==> config.mk <==
export PLATFORM = sky130hd
export DESIGN_NAME = ahb_master_arbiter
export DESIGN_NICKNAME = d
export VERILOG_FILES = /design/src/rtl/ahb_master_arbiter.sv
export SDC_FILE = /design/constraint.sdc
export NUM_CORES = 1
export LEC_CHECK = 0
export BUFFER_PORTS_ARGS = -buffer_cell sky130_fd_sc_hd__clkbuf_2
export CORE_AREA = 2 2 139 141
export DETAILED_ROUTE_END_ITERATION = 8
export DIE_AREA = 0 0 141 143
export GPL_ROUTABILITY_DRIVEN = 0
export PLACE_DENSITY_LB_ADDON = 0.05
export SLEW_MARGIN = 20
export SYNTH_ARGS = -nofsm -noshare
export SYNTH_HDL_FRONTEND = slang
export SYNTH_SLANG_ARGS = --single-unit
export TNS_END_PERCENT = 5
==> constraint.sdc <==
create_clock -name hclk -period 1.8 [get_ports hclk]
set_clock_uncertainty 0.2 [all_clocks]
set_input_delay 0.09 -clock hclk [delete_from_list [all_inputs] [get_ports hclk]]
set_output_delay 0.09 -clock hclk [all_outputs]
set_load 0.05 [all_outputs]
==> src/rtl/ahb_master_arbiter.sv <==
// ahb_master_arbiter
//
// Purpose: round-robin arbiter and address/data multiplexer that lets up to
// four AHB masters share the single AHB slave port of the AHB-to-APB bridge.
// One master is granted at a time. Address-phase ownership (hmaster) and
// data-phase ownership (hmaster_d) are tracked across wait states. Locked
// transfers are honoured, and incrementing bursts are never split.
//
// Ports:
//   hclk, hresetn     clock, asynchronous active-low reset
//   hbusreq, hlock    per-master bus request / locked-transfer request
//   htrans_m          per-master htrans, master i on bits [2i+1:2i]
//   haddr_m           per-master address, master i on bits [32i+31:32i]
//   hwrite_m          per-master write flag
//   hwdata_m          per-master write data, master i on bits [32i+31:32i]
//   hready_in         bus ready from the bridge (hr_readyout)
//   hgrant            one-hot grant
//   hmaster           address-phase owner index
//   hmastlock         current address phase is locked
//   htrans/haddr/hwrite  muxed from the address-phase owner
//   hwdata            muxed from the data-phase owner
module ahb_master_arbiter #(
  parameter int NUM_MASTERS = 4
) (
  input  logic                        hclk,
  input  logic                        hresetn,
  input  logic [NUM_MASTERS-1:0]      hbusreq,
  input  logic [NUM_MASTERS-1:0]      hlock,
  input  logic [2*NUM_MASTERS-1:0]    htrans_m,
  input  logic [32*NUM_MASTERS-1:0]   haddr_m,
  input  logic [NUM_MASTERS-1:0]      hwrite_m,
  input  logic [32*NUM_MASTERS-1:0]   hwdata_m,
  input  logic                        hready_in,
  output logic [NUM_MASTERS-1:0]      hgrant,
  output logic [1:0]                  hmaster,
  output logic                        hmastlock,
  output logic [1:0]                  htrans,
  output logic [31:0]                 haddr,
  output logic                        hwrite,
  output logic [31:0]                 hwdata
);

  localparam logic [1:0] TRANS_IDLE = 2'b00;
  localparam logic [1:0] TRANS_BUSY = 2'b01;
  localparam logic [1:0] TRANS_SEQ  = 2'b11;

  // Parking grant: master 0 owns the bus whenever nobody requests it.
  localparam logic [NUM_MASTERS-1:0] PARK_GRANT = NUM_MASTERS'(1);

  logic [1:0]             hmaster_d;
  logic [1:0]             last;
  logic [1:0]             grant_idx;
  logic                   grant_lock;
  logic                   grant_req;
  logic                   hold_grant;
  logic                   found;
  int                     cand;
  logic [NUM_MASTERS-1:0] next_grant;

  // Encode the one-hot grant into an index. Also pick out the lock and
  // request bits of the granted master, because both are loaded on the next
  // ready edge.
  always_comb begin
    grant_idx  = 2'd0;
    grant_lock = hlock[0];
    grant_req  = hbusreq[0];
    for (int i = 1; i < NUM_MASTERS; i++) begin
      if (hgrant[i]) begin
        grant_idx  = 2'(i);
        grant_lock = hlock[i];
        grant_req  = hbusreq[i];
      end
    end
  end

  // Address-phase signals follow hmaster. Write data follows hmaster_d,
  // which lags by one ready edge, so hwdata stays with the previous address
  // phase across a handover. Out-of-range indices fall back to master 0.
  always_comb begin
    htrans = htrans_m[1:0];
    haddr  = haddr_m[31:0];
    hwrite = hwrite_m[0];
    hwdata = hwdata_m[31:0];
    for (int i = 1; i < NUM_MASTERS; i++) begin
      if (hmaster == 2'(i)) begin
        htrans = htrans_m[2*i +: 2];
        haddr  = haddr_m[32*i +: 32];
        hwrite = hwrite_m[i];
      end
      if (hmaster_d == 2'(i)) begin
        hwdata = hwdata_m[32*i +: 32];
      end
    end
  end

  // The owner keeps the grant during a locked sequence that is still moving,
  // and in the middle of a burst (SEQ/BUSY). This prevents a burst from
  // being split.
  assign hold_grant = (hmastlock && (htrans != TRANS_IDLE)) ||
                      (htrans == TRANS_SEQ) || (htrans == TRANS_BUSY);

  // Round-robin search that starts just after the most recent owner. The
  // last candidate visited is the most recent owner itself, so it keeps the
  // bus only when nobody else is asking. If there are no requests, the grant
  // parks on master 0.
  always_comb begin
    next_grant = PARK_GRANT;
    found      = 1'b0;
    cand       = 0;
    if (hold_grant) begin
      next_grant = hgrant;
    end else begin
      for (int k = 1; k <= NUM_MASTERS; k++) begin
        cand = int'(last) + k;
        if (cand >= NUM_MASTERS) begin
          cand = cand - NUM_MASTERS;
        end
        for (int j = 0; j < NUM_MASTERS; j++) begin
          if (!found && (j == cand) && hbusreq[j]) begin
            next_grant    = '0;
            next_grant[j] = 1'b1;
            found         = 1'b1;
          end
        end
      end
    end
  end

  // All arbitration state advances only on ready edges, so wait states
  // freeze grant, ownership, lock and the round-robin pointer together.
  always_ff @(posedge hclk or negedge hresetn) begin
    if (!hresetn) begin
      hgrant    <= PARK_GRANT;
      hmaster   <= 2'd0;
      hmaster_d <= 2'd0;
      hmastlock <= 1'b0;
      last      <= 2'd0;
    end else if (hready_in) begin
      hgrant    <= next_grant;
      hmaster   <= grant_idx;
      hmastlock <= grant_lock;
      hmaster_d <= hmaster;
      if (grant_req) begin
        last <= grant_idx;
      end
    end
  end

endmodule

Word-level counts from Yosys, hierarchy flattened
Index checks and enable logic that the tools add are counted.
- flip-flop bits (word level): 11
- output and inout port bits: 74
- logic and storage cells: 168
- add/sub/neg operators: 8
- magnitude comparators: 4
- equality and inequality tests: 20
- muxes and demuxes: 74
- bitwise operators: 1
- reduce and logical (&&, ||, !) cells: 56
- operators with widths (operator ; number):
    32-bit 2-to-1 mux ; 14
    3-bit by 32-bit equality test with 1-bit output (first input constant) ; 8
    2-bit by 32-bit equality test with 1-bit output (first input constant) ; 4
    32-bit zero test ; 4
    4-bit 2-to-1 mux ; 14
    1-bit 2-to-1 mux ; 40
    1-bit logical AND ; 32
    1-bit zero test ; 15
    2-bit 2-to-1 mux ; 6
    3-bit by 3-bit subtractor with 4-bit output (second input constant) ; 3
    2-bit equality test (second input constant) ; 5
    3-bit >= comparator (second input constant) ; 3
    2-bit by 2-bit adder with 3-bit output (second input constant) ; 2
    2-bit by 1-bit equality test with 1-bit output (second input constant) ; 3
    4-bit by 3-bit subtractor with 5-bit output (second input constant) ; 1
    2-bit by 3-bit adder with 4-bit output (second input constant) ; 1
    4-bit by 3-bit >= comparator with 1-bit output (second input constant) ; 1
    2-bit AND reduction ; 2
    2-bit by 1-bit adder with 3-bit output (second input constant) ; 1
    1-bit logical OR ; 2
    2-bit nonzero test ; 1
    1-bit inverter ; 1

Logic depth before layout (Yosys ltp)
- depth in word-level cells: 87
- gate-level depth with buffers: 5

Worst setup path after synthesis
OpenSTA, ideal clock, no wires.
- path type: reg-to-output
- start point: register hmaster[1]
- end point: output port htrans[0]
- arrival time: 2.012 ns
- data required time: 1.510 ns
- slack: -0.502 ns
- cell stages (with the launch flop): 4
- path through: dfrtp_1 -> buf_4 -> buf_2 -> mux2i_1
- cells in the longest elaborated chain, start to end: 4
- elaborated cells on any way between the ends: 6
- classes of those cells: eq/ne: 3; mux: 3
- RTL lines (what ; RTL line ; RTL):
    start, declared ; 35 ; output logic [1:0] hmaster,
    start signal, assigned ; 140 ; hmaster <= grant_idx;
    2-bit by 1-bit equality test with 1-bit output ; 85 ; if (hmaster == 2'(i)) begin
    2-bit 2-to-1 mux (2 in series) ; 85 ;
    2-bit 2-to-1 mux (*) ; 85 ;
    end, declared ; 37 ; output logic [1:0] htrans,
Every way passes the cells marked *; elsewhere a longest branch is shown, timed or not.

Worst setup path after layout
- start point: register hmaster[0]
- end point: output port haddr[20]
- cells in the longest elaborated chain, start to end: 4
- elaborated cells on any way between the ends: 6
- classes of those cells: eq/ne: 3; mux: 3
- RTL lines (what ; RTL line ; RTL):
    2-bit by 1-bit equality test with 1-bit output ; 85 ;
    32-bit 2-to-1 mux (2 in series) ; 85 ;
    32-bit 2-to-1 mux (*) ; 85 ;
    end, declared ; 38 ; output logic [31:0] haddr,
Marked as above.

==> impl_metrics.csv <==
group,metric,value,unit
sta,worst_pin_slew,0.396,ns
global_route,grt_max_degree,33,
routing,viasPerCell,4.22,
sta,relSlewSlack,0.735,
final_layout,final_layout_size_suffix_gt1_frac,0.887,
clock_network,root_buffer,"clkbuf_16",
sta,fmax,509,MHz
logic_synthesis,ys_async_sr_fraction,1.00,
clock_network,clkTransAtPathRegs,0.04,ns
logic_synthesis,ys_seq_area_frac,0.121,
clock_network,clock-sinks,11,
final_layout,final_nets,795,
sta,setup_slack,-0.163,ns
final_layout,multiInputGateArea,0.00196,mm²
routing,route.detailed.drc,0,
power,power.total,11.3,mW
clock_network,cts_tree,"yes",
final_layout,final_common_cell,"clkbuf_2",
power,vdd_drop_max,0.000735,V
logic_synthesis,synthesis.area,0.00229,mm²
sta,slew_violations,0,
job,maxCapViolCount,0,
final_layout,final_util,0.294,
logic_synthesis,synth_edf_count,0,
routing,ant_nets,0,
logic_synthesis,synth_seq_cells,11,
sta,setup_viol,68,
setup_path,max_stage_delay,0.51,ns
clock_network,clockBufferDepth,2,
routing,wirelength,16600,µm
final_layout,fillers,1970,
sta,final.min_clock_period,1.96,ns
die,die_area,0.0202,mm²
logic_synthesis,synth_warnings,0,
power,p_per_area,2060,mW/mm²
setup_path,slowest_stage,"mux4_2",
worst_hold_path,hold_path_class,"in -> reg",
clock_network,cts_buffers,3,
routing,wl_per_cell,22.1,µm
setup_path,required,1.51,ns
routing,dr.pass1.iters,8,
logic_synthesis,synth_cells,154,
logic_synthesis,synth_cell_types,35,
die,start_util,0.123,
global_route,grt_pass1_vias,3294,
sta,rsz0062_at_grt,"true",
setup_path,crit_fanout,5,
setup_path,cp.arrival,1.67,ns
clock_network,clk_latency,0.24,ns
final_layout,seqCellArea,282,µm²
global_route,overflow,0,
routing,drtIter0Drc,136,
placed_design,io_buffer_count,352,
final_layout,area_growth,139,%
sta,hold_violations,0,
setup_path,critPathLaunchType,"register",
placed_design,dp_slack,-0.0443,ns
sta,whs,0.0242,ns
logic_synthesis,synth-main-ff-cell,"dfrtp_1",
setup_path,critical_path.cell_chain,"buf_12 > buf_4 > mux4_2 > clkbuf_8",
outcome,violations,"negative setup slack",
setup_path,end_kind,"output port",
power,power_leakage,2.63,nW
die,num_rows,50,
die,pin_count,353,
placed_design,post-dp-hpwl,15100,µm
global_route,antenna_found_initial,2,
global_route,track_usage,0.151,
logic_synthesis,syn_avg_cell_area,14.9,µm²
clock_network,htree_levels,1,
die,die_h,143,µm
logic_synthesis,synth_nets,433,
die,core,0.0186,mm²
routing,vias,3168,
die,die_w,141,µm
sta,period_share,1.09,
final_layout,final_cell_mix,"clkbuf_2 (284), mux4_2 (65), buf_12 (33)",
outcome,status,"complete, but fails checks",
setup_path,path_class,"reg -> out",
global_route,grt_pass1_wl,22400,µm
worst max-delay path: cells and delay by family, from the launching register on:
family | cells | cell delay, ns
DFF | 1 | 0.42
buffers and inverters | 3 | 0.49
muxes | 1 | 0.51
worst paths after layout:
path / from / to / slack (ns) / cells after the start
max reg2reg: hmaster[0] / hgrant[1] / -0.04 / 5
min reg2reg: hmaster_d[1] / hmaster_d[1] / 0.37 / 1
max in group asynchronous: hresetn / hgrant[0] / 1.03 / 2
max: hmaster[0] / haddr[20] / -0.16 / 4
min in group asynchronous: hresetn / last[1] / 0.08 / 2
min: hlock[2] / hmastlock / 0.02 / 5
cells by family (layout without fill, tap and decap cells):
group / after synthesis / count (layout) / synth area share
flops: 11 / 11 / 0.121
buf+inv: 19 / 380 / 0.0443
compound gates: 19 / 19 / 0.0673
simple gates: 25 / 25 / 0.0563
mux: 80 / 80 / 0.711
other cells: 0 / 2 / 0
registers in the layout (all words and copies together) (netlist names):
signal,cells
hgrant,4
hmaster,2
hmaster_d,2
last,2
hmastlock,1
stage by stage:
stage	instance area, µm²	instances	setup TNS (ns)
final	5460	751	-6.96
after global routing	5460	751	-10.78
after CTS	5340	746	-8.51
after detailed placement	4920	740	-0.0776
after global placement	4920	740	-0.0237
after floorplan	2340	154	-4.13
metal layers:
metal | vias up | part of all wire | GRT usage | routed length (µm)
met5 | - | 0 | 0 | 0
met4 | 0 | 0.017 | 0.0389 | 277
met3 | 17 | 0.068 | 0.0335 | 1130
met2 | 170 | 0.51 | 0.264 | 8530
met1 | 1555 | 0.40 | 0.188 | 6640
li1 | 1426 | - | - | -
layout make-up:
type	instances	area share
diodes	2	0.000916
clock buffers	4	0.0144
inverters	2	0.00137
multi-input cells	124	0.359
flip-flops and latches	11	0.0515
well taps	234	0.0536
repair buffers	374	0.519
synth_stat cells, types with 2 or more instances:
library cell	n	area, µm²
nor2_1	7	26.3
mux2i_1	8	80.1
dfrtp_1	10	250
clkbuf_1	6	22.5
nand3_1	2	10.0
mux2_2	3	33.8
a21oi_1	5	25.0
inv_1	2	7.51
o21ai_0	3	15.0
mux2_1	3	33.8
buf_2	6	30.0
nand2_1	4	15.0
nand2b_1	4	25.0
nor3_1	2	10.0
buf_4	4	30.0
mux4_2	65	1460
nor2b_1	2	12.5
timing repair:
| action | in CTS | in global routing |
|---|---|---|
| gates cloned | 0 | 2 |
| gates resized for setup | 75 | 36 |
| setup endpoints to repair | 68 | 70 |
| hold endpoints to repair | 12 | 0 |
| setup buffers | 0 | 1 |
| hold buffers | 2 | 0 |
power breakdown:
part           internal [mW]  switching [mW]  total, mW  leakage, nW
combinational           4.85            5.45       10.3         2.47
clock                  0.298           0.112      0.410       0.0382
sequential             0.377           0.172      0.549        0.126
No activity file was read; power rests on OpenSTA's default activity.
